**src/rtl/sweep_acq_controller.sv**
```systemverilog
// sweep_acq_controller
//   Steps a 10-bit Microroc threshold DAC from StartDac to EndDac by DacStep.
//   At each point it pulses an SC parameter load, waits, and optionally emits
//   a two-word header (HEADER_TAG, {6'b0, dac}). It then runs an acquisition
//   that forwards MaxWordCount ParallelData words, and finishes the point
//   with a force-reset pulse.
//   Optional feature macro: SWEEP_ACQ_HEADER_EN (header words per point).
// Ports:
//   Clk, reset (sync, active high)
//   SweepStart                       level start/stop, rising edge starts
//   StartDac/EndDac/DacStep          sweep range, latched at start
//   MaxWordCount                     words forwarded per DAC point
//   ParallelData/_en                 acquisition stream in
//   SweepAcq10BitDac                 current DAC code
//   SweepAcqMicrorocSCParameterLoad  1-cycle SC load pulse
//   SweepAcqMicrorocAcqStartStop     high while acquiring
//   SweepAcqForceMicrorocAcqReset    RESET_CYCLES-wide reset pulse
//   SweepAcqData/_en                 forwarded stream out (1-cycle latency)
//   SweepAcqDone                     held until SweepStart drops
module sweep_acq_controller #(
  parameter int unsigned LOAD_WAIT_CYCLES = 100,
  parameter int unsigned RESET_CYCLES     = 8,
  parameter logic [15:0] HEADER_TAG       = 16'hFFD0
) (
  input  logic        Clk,
  input  logic        reset,
  input  logic        SweepStart,
  input  logic [9:0]  StartDac,
  input  logic [9:0]  EndDac,
  input  logic [9:0]  DacStep,
  input  logic [15:0] MaxWordCount,
  input  logic [15:0] ParallelData,
  input  logic        ParallelData_en,
  output logic [9:0]  SweepAcq10BitDac,
  output logic        SweepAcqMicrorocSCParameterLoad,
  output logic        SweepAcqMicrorocAcqStartStop,
  output logic        SweepAcqForceMicrorocAcqReset,
  output logic [15:0] SweepAcqData,
  output logic        SweepAcqData_en,
  output logic        SweepAcqDone
);

  typedef enum logic [3:0] {
    IDLE, SET_DAC, LOAD, LOAD_WAIT, HDR0, HDR1, ACQ, STOP, NEXT, DONE
  } state_t;

  localparam logic [15:0] LW_LAST  = 16'(LOAD_WAIT_CYCLES - 1);
  localparam logic [7:0]  RST_LAST = 8'(RESET_CYCLES - 1);

  state_t      state, state_n;
  logic        prev;
  logic [9:0]  dac, dac_n, end_l, end_n, step_l, step_n;
  logic [15:0] max_l, max_n, wcnt, wcnt_n, wait_cnt, wait_n;
  logic [7:0]  rst_cnt, rst_n;
  logic        abort_q, abort_n;
  logic [15:0] data_q, data_n;
  logic        data_en_q, data_en_n;
  logic        load_q, acq_q, frst_q, done_q;
  logic [10:0] nxt;
  state_t      acq_tgt;
  logic        abort_now;

  always_comb begin
    state_n   = state;
    dac_n     = dac;
    end_n     = end_l;
    step_n    = step_l;
    max_n     = max_l;
    wcnt_n    = wcnt;
    wait_n    = '0;      // counters idle at zero outside their own state
    rst_n     = '0;
    abort_n   = abort_q;
    data_n    = data_q;
    data_en_n = 1'b0;
    nxt       = {1'b0, dac} + {1'b0, step_l};
    // a zero word count skips the acquisition entirely
    acq_tgt   = (max_l == 16'd0) ? STOP : ACQ;
    abort_now = !SweepStart && (state != IDLE) && (state != DONE) && (state != STOP);

    if (abort_now) begin
      // abort wins over everything, including a word-count hit in ACQ
      state_n = STOP;
      abort_n = 1'b1;
    end else begin
      case (state)
        IDLE: if (SweepStart && !prev) begin
          dac_n   = StartDac;
          end_n   = EndDac;
          step_n  = DacStep;
          max_n   = MaxWordCount;
          wcnt_n  = '0;
          abort_n = 1'b0;
          state_n = SET_DAC;
        end
        SET_DAC: state_n = LOAD;
        LOAD:    state_n = LOAD_WAIT;
        LOAD_WAIT: begin
          if (wait_cnt == LW_LAST) begin
`ifdef SWEEP_ACQ_HEADER_EN
            state_n = HDR0;
`else
            state_n = acq_tgt;
`endif
          end else begin
            wait_n = wait_cnt + 16'd1;
          end
        end
`ifdef SWEEP_ACQ_HEADER_EN
        HDR0: state_n = HDR1;
        HDR1: state_n = acq_tgt;
`endif
        ACQ: if (ParallelData_en) begin
          data_n    = ParallelData;
          data_en_n = 1'b1;
          wcnt_n    = wcnt + 16'd1;
          if (wcnt + 16'd1 == max_l) state_n = STOP;
        end
        STOP: begin
          if (!SweepStart) abort_n = 1'b1;
          if (rst_cnt == RST_LAST)
            state_n = (abort_q || !SweepStart) ? IDLE : NEXT;
          else
            rst_n = rst_cnt + 8'd1;
        end
        NEXT: begin
          // 11-bit sum catches wrap past 1023 as well as passing EndDac
          if (step_l == 10'd0 || nxt > {1'b0, end_l} || nxt[10]) begin
            state_n = DONE;
          end else begin
            dac_n   = nxt[9:0];
            wcnt_n  = '0;
            state_n = SET_DAC;
          end
        end
        DONE:    if (!SweepStart) state_n = IDLE;
        default: state_n = IDLE;
      endcase
    end

`ifdef SWEEP_ACQ_HEADER_EN
    if (state_n == HDR0) begin
      data_n    = HEADER_TAG;
      data_en_n = 1'b1;
    end else if (state_n == HDR1) begin
      data_n    = {6'b0, dac};
      data_en_n = 1'b1;
    end
`endif
  end

  always_ff @(posedge Clk) begin
    if (reset) begin
      state     <= IDLE;
      prev      <= 1'b1;  // a level still high after reset must not look like an edge
      dac       <= '0;
      end_l     <= '0;
      step_l    <= '0;
      max_l     <= '0;
      wcnt      <= '0;
      wait_cnt  <= '0;
      rst_cnt   <= '0;
      abort_q   <= 1'b0;
      data_q    <= '0;
      data_en_q <= 1'b0;
      load_q    <= 1'b0;
      acq_q     <= 1'b0;
      frst_q    <= 1'b0;
      done_q    <= 1'b0;
    end else begin
      state     <= state_n;
      prev      <= SweepStart;
      dac       <= dac_n;
      end_l     <= end_n;
      step_l    <= step_n;
      max_l     <= max_n;
      wcnt      <= wcnt_n;
      wait_cnt  <= wait_n;
      rst_cnt   <= rst_n;
      abort_q   <= abort_n;
      data_q    <= data_n;
      data_en_q <= data_en_n;
      load_q    <= (state_n == LOAD);
      acq_q     <= (state_n == ACQ);
      frst_q    <= (state_n == STOP);
      done_q    <= (state_n == DONE);
    end
  end

  assign SweepAcq10BitDac                = dac;
  assign SweepAcqMicrorocSCParameterLoad = load_q;
  assign SweepAcqMicrorocAcqStartStop    = acq_q;
  assign SweepAcqForceMicrorocAcqReset   = frst_q;
  assign SweepAcqData                    = data_q;
  assign SweepAcqData_en                 = data_en_q;
  assign SweepAcqDone                    = done_q;

endmodule

```
**config.mk**
```make
export PLATFORM = sky130hd
export DESIGN_NAME = sweep_acq_controller
export DESIGN_NICKNAME = d
export VERILOG_FILES = /design/src/rtl/sweep_acq_controller.sv
export SDC_FILE = /design/constraint.sdc
export NUM_CORES = 1
export LEC_CHECK = 0
export ABC_AREA = 1
export CORE_ASPECT_RATIO = 0.75
export CORE_MARGIN = 3
export CORE_UTILIZATION = 54
export CTS_CLUSTER_SIZE = 24
export DETAILED_ROUTE_END_ITERATION = 16
export PLACE_DENSITY = 0.88
export SYNTH_ARGS = -nofsm -noshare
export SYNTH_HDL_FRONTEND = slang
export SYNTH_SLANG_ARGS = --single-unit
```
**constraint.sdc**
```tcl
create_clock -name Clk -period 3.23 [get_ports Clk]
set_input_delay 0.646 -clock Clk [delete_from_list [all_inputs] [get_ports Clk]]
set_output_delay 0.646 -clock Clk [all_outputs]
set_load 0.01 [all_outputs]
```
==> flow_summary_export.csv <==
group,metric,value,unit
outcome,outcome,"finished with violations",
outcome,violations,"setup timing",
logic_synthesis,synth_nets,1047,
floorplan,rows,33,
setup_path,max_stage_delay,0.41,ns
setup_path,crit_chain,"ha_1 -> nand2_1 -> nor3_1 -> nand3_1 -> nand4_1 -> nand2_1 -> and2_1 -> ha_1 -> nand2_1 -> inv_1 -> nand4_1 -> nand2_1 -> nand2_2 -> nand2_4 -> nand3_4 -> buf_12 -> nand2_1 -> nand2_1 -> nor2_1",
hold_path,hold_class,"reg -> reg",
sta,drv_slew,0,
final_layout,layout.nets,1153,
global_routing,grt_overflow,0,
logic_synthesis,synth_top_area_share,36.4,%
placement,hpwl,11700,um
setup_path,crit_family,"simple AND/OR/NAND/NOR gates",
global_routing,antenna_found_initial,0,
drt,vias,6766,
sta,fmax,304,MHz
logic_synthesis,synth_top_cell_by_area,"dfxtp_1",
drt,viasPerCell,5.57,
drt,antenna_left,0,
pwr,ir_drop,435,uV
logic_synthesis,yosysMostFrequentCell,"nand2_1",
pwr,power.density,675,nW/um2
setup_path,crit_start,"step_l[6]$_SDFFE_PP0P_",
hold_path,hp-start,"rst_cnt[0]$_SDFF_PP0_",
setup_path,rr_endpoint,"SweepAcq10BitDac[0]$_SDFFE_PP0P_",
global_routing,grt_pass1_wl,26800,um
sta,finalSetupViolCount,9,
setup_path,reg2reg_from,"step_l[6]$_SDFFE_PP0P_",
setup_path,crit_arrival,3.63,ns
logic_synthesis,synth_common_cells,"nand2_1 (216), nor2_1 (150), inv_1 (144), dfxtp_1 (113), o21ai_0 (69)",
final_layout,fill_cells,820,
setup_path,crit_path_frequent_cell,"nand2_1",
drt,routedWlPerCell,15.3,um
setup_path,rrSetupSlack,-0.06,ns
drt,routed_wl,18600,um
setup_path,crit_path_start_kind,"flop",
logic_synthesis,syn_avg_cell_area,6.49,um2
sta,fin_ws,-0.0649,ns
cts,clkLatencyLatePin,0.41,ns
cts,cts.htree.levels,4,
final_layout,multi_input_area,3490,um2
placement,place_congestion,0.982,
logic_synthesis,synth_area_leaders,"dfxtp_1 (36%), nand2_1 (13%), nor2_1 (9.1%)",
cts,cts_tree,"yes",
global_routing,grt.busiest_layer,"met2",
floorplan,start_util,56.1,%
floorplan,io_pins,97,
hold_path,hold-path-endpoint,"rst_cnt[0]$_SDFF_PP0_",
logic_synthesis,async_flop_share,0,%
setup_path,endpoint_kind,"flop",
logic_synthesis,synth_cell_types,38,
setup_path,path_class,"reg -> reg",
drt,drtPass1Iterations,6,
logic_synthesis,synth_edf_count,0,
hold_path,worst_hold_path.num_cells,1,
placement,io_buffer_count,96,
logic_synthesis,synthCells,957,
placement,dpl_cell_area,7320,um2
global_routing,use_met3,9.10,%
final_layout,diodes,0,
setup_path,crit_fanout,5,
cts,clockBufferDepth,2,
setup_path,critPathBufInv,2,
floorplan,dieArea,12800,um2
logic_synthesis,synthFlopType,"dfxtp_1",
sta,slew_headroom,49.3,%
global_routing,use_met2,38.6,%
floorplan,die_w,130,um
cts,cts_sinks,113,
setup_path,worst-r2r-cell-count,19,
final_layout,seqCellArea,2280,um2
cts,cts_root_buf,"clkbuf_16",
sta,hold_viol_final,0,
job,drv_cap,0,
sta,fin_crit_sh,102,%
global_routing,grt_pass1_vias,5801,
cts,clkSlewWorstSetupHoldPaths,0.05,ns
sta,tightest_slew,0.761,ns
global_routing,grt_start_max_net_pins,64,
floorplan,fp.coreArea,11100,um2
sta,period_minus_slack,3.29,ns
logic_synthesis,ys_seq_area_share,36.4,%
logic_synthesis,synth_area,6210,um2
cts,cts_made_buffers,17,
final_layout,drive_gt1_share,8.65,%
drt,dr.first_iter.drc_count,791,
setup_path,crit_path_top_delay_cell,"ha_1",
pwr,power_leakage,0.00368,uW
logic_synthesis,ys_ff_latch,113,
sta,setup_tns,-0.246,ns
floorplan,dieHeight,98.9,um
final_layout,postLayoutCellArea,8220,um2
global_routing,grtUsageMet1,35.5,%
drt,drcViolationCount,0,
setup_path,crit_required,3.57,ns
logic_synthesis,yosysWarnings,0,
global_routing,grtUsageTotal,25.9,%
sta,finClkSkew,0.00822,ns
final_layout,areaGrowthSynthToFinish,32.5,%
-- power by group --
group / total, uW / switching, uW / internal, uW / leakage (uW)
sequential: 1740 / 166 / 1570 / 0.000923
clock: 1800 / 616 / 1190 / 0.000274
combinational: 2010 / 1190 / 816 / 0.00249
-- layer usage --
metal	vias up	wire, um
met2	403	8080
met1	3027	7780
met5	-	0
li1	3286	-
met4	0	510
met3	50	2240
-- cells by family (layout without fill, tap and decap cells) --
group	count (synthesis)	after routing	synth area share, %
flops	113	113	36.4
xor+xnor	9	9	1.27
compound gates	125	125	10.4
simple gates	511	513	36.1
buf+inv	175	291	10.8
fa+ha+maj	24	24	4.96
-- layout make-up --
| class | instances | area share [%] |
|---|---|---|
| Clock buffer | 26 | 5.95 |
| Clock inverter | 5 | 0.943 |
| Inverter | 149 | 6.80 |
| Multi-Input combinational cell | 671 | 42.5 |
| Sequential cell | 113 | 27.7 |
| Tap cell | 140 | 2.13 |
| Timing Repair Buffer | 111 | 14.0 |
-- placed cells by master (no fill, tap or decap), types with 3 or more instances in the layout --
cell type and n:
a21oi_1 47, nor3_1 13, nor3b_1 3, clkbuf_16 20, inv_1 142, buf_4 10, ha_1 17, and3_1 3
nand4_1 34, nand2_2 4, o21ai_0 67, dfxtp_2 7, dfxtp_1 104, clkbuf_8 3, nand2_1 209, nor2_2 4
nor2_1 148, nand3_4 5, nand2_4 5, nand3_1 65, clkdlybuf4s50_1 96, nor4_1 8, clkbuf_1 6, nand3_2 3
inv_2 5, xor2_1 6, ha_4 6
-- per-stage QoR --
step / setup slack (ns) / std cells / power, uW / hold slack, ns / util [%]
global route: -0.181 / 1215 / 5850 / 0.467 / 74.3
CTS: 0.00866 / 1208 / 5230 / 0.448 / 71.5
floorplan: 0.332 / 957 / 2880 / 0.418 / -
global placement: 0.132 / 1176 / 3350 / 0.430 / 66.2
detailed placement: 0.0511 / 1176 / 3390 / 0.442 / 66.2
finish: -0.0649 / 1215 / 5550 / 0.443 / 74.3
-- how the worst max path moves through the flow --
stage	cells past startpoint	slack (ns)	to
after global routing	19	-0.18	SweepAcq10BitDac[4]$_SDFFE_PP0P_
after global placement	21	0.13	wcnt[1]$_SDFFE_PP0P_
after floorplan	24	0.33	wcnt[1]$_SDFFE_PP0P_
after CTS	21	0.009	wcnt[1]$_SDFFE_PP0P_
final	19	-0.06	SweepAcq10BitDac[0]$_SDFFE_PP0P_
after detailed placement	22	0.05	wcnt[1]$_SDFFE_PP0P_
-- state kept, by name, summed over array words and instances, names as in the netlist, 4 cells and up --
signal            count
SweepAcq10BitDac     10
end_l                10
wcnt                 16
state                 4
step_l               10
rst_cnt               8
max_l                16
wait_cnt             16
SweepAcqData         16
-- what timing repair did --
action	CTS	global route
resized for setup	3	44
pin swaps	0	19
setup buffers	0	3
gates cloned	1	4
hold buffers	0	0
endpoints found under the setup margin	19	29
(Power assumes the default switching activity.)
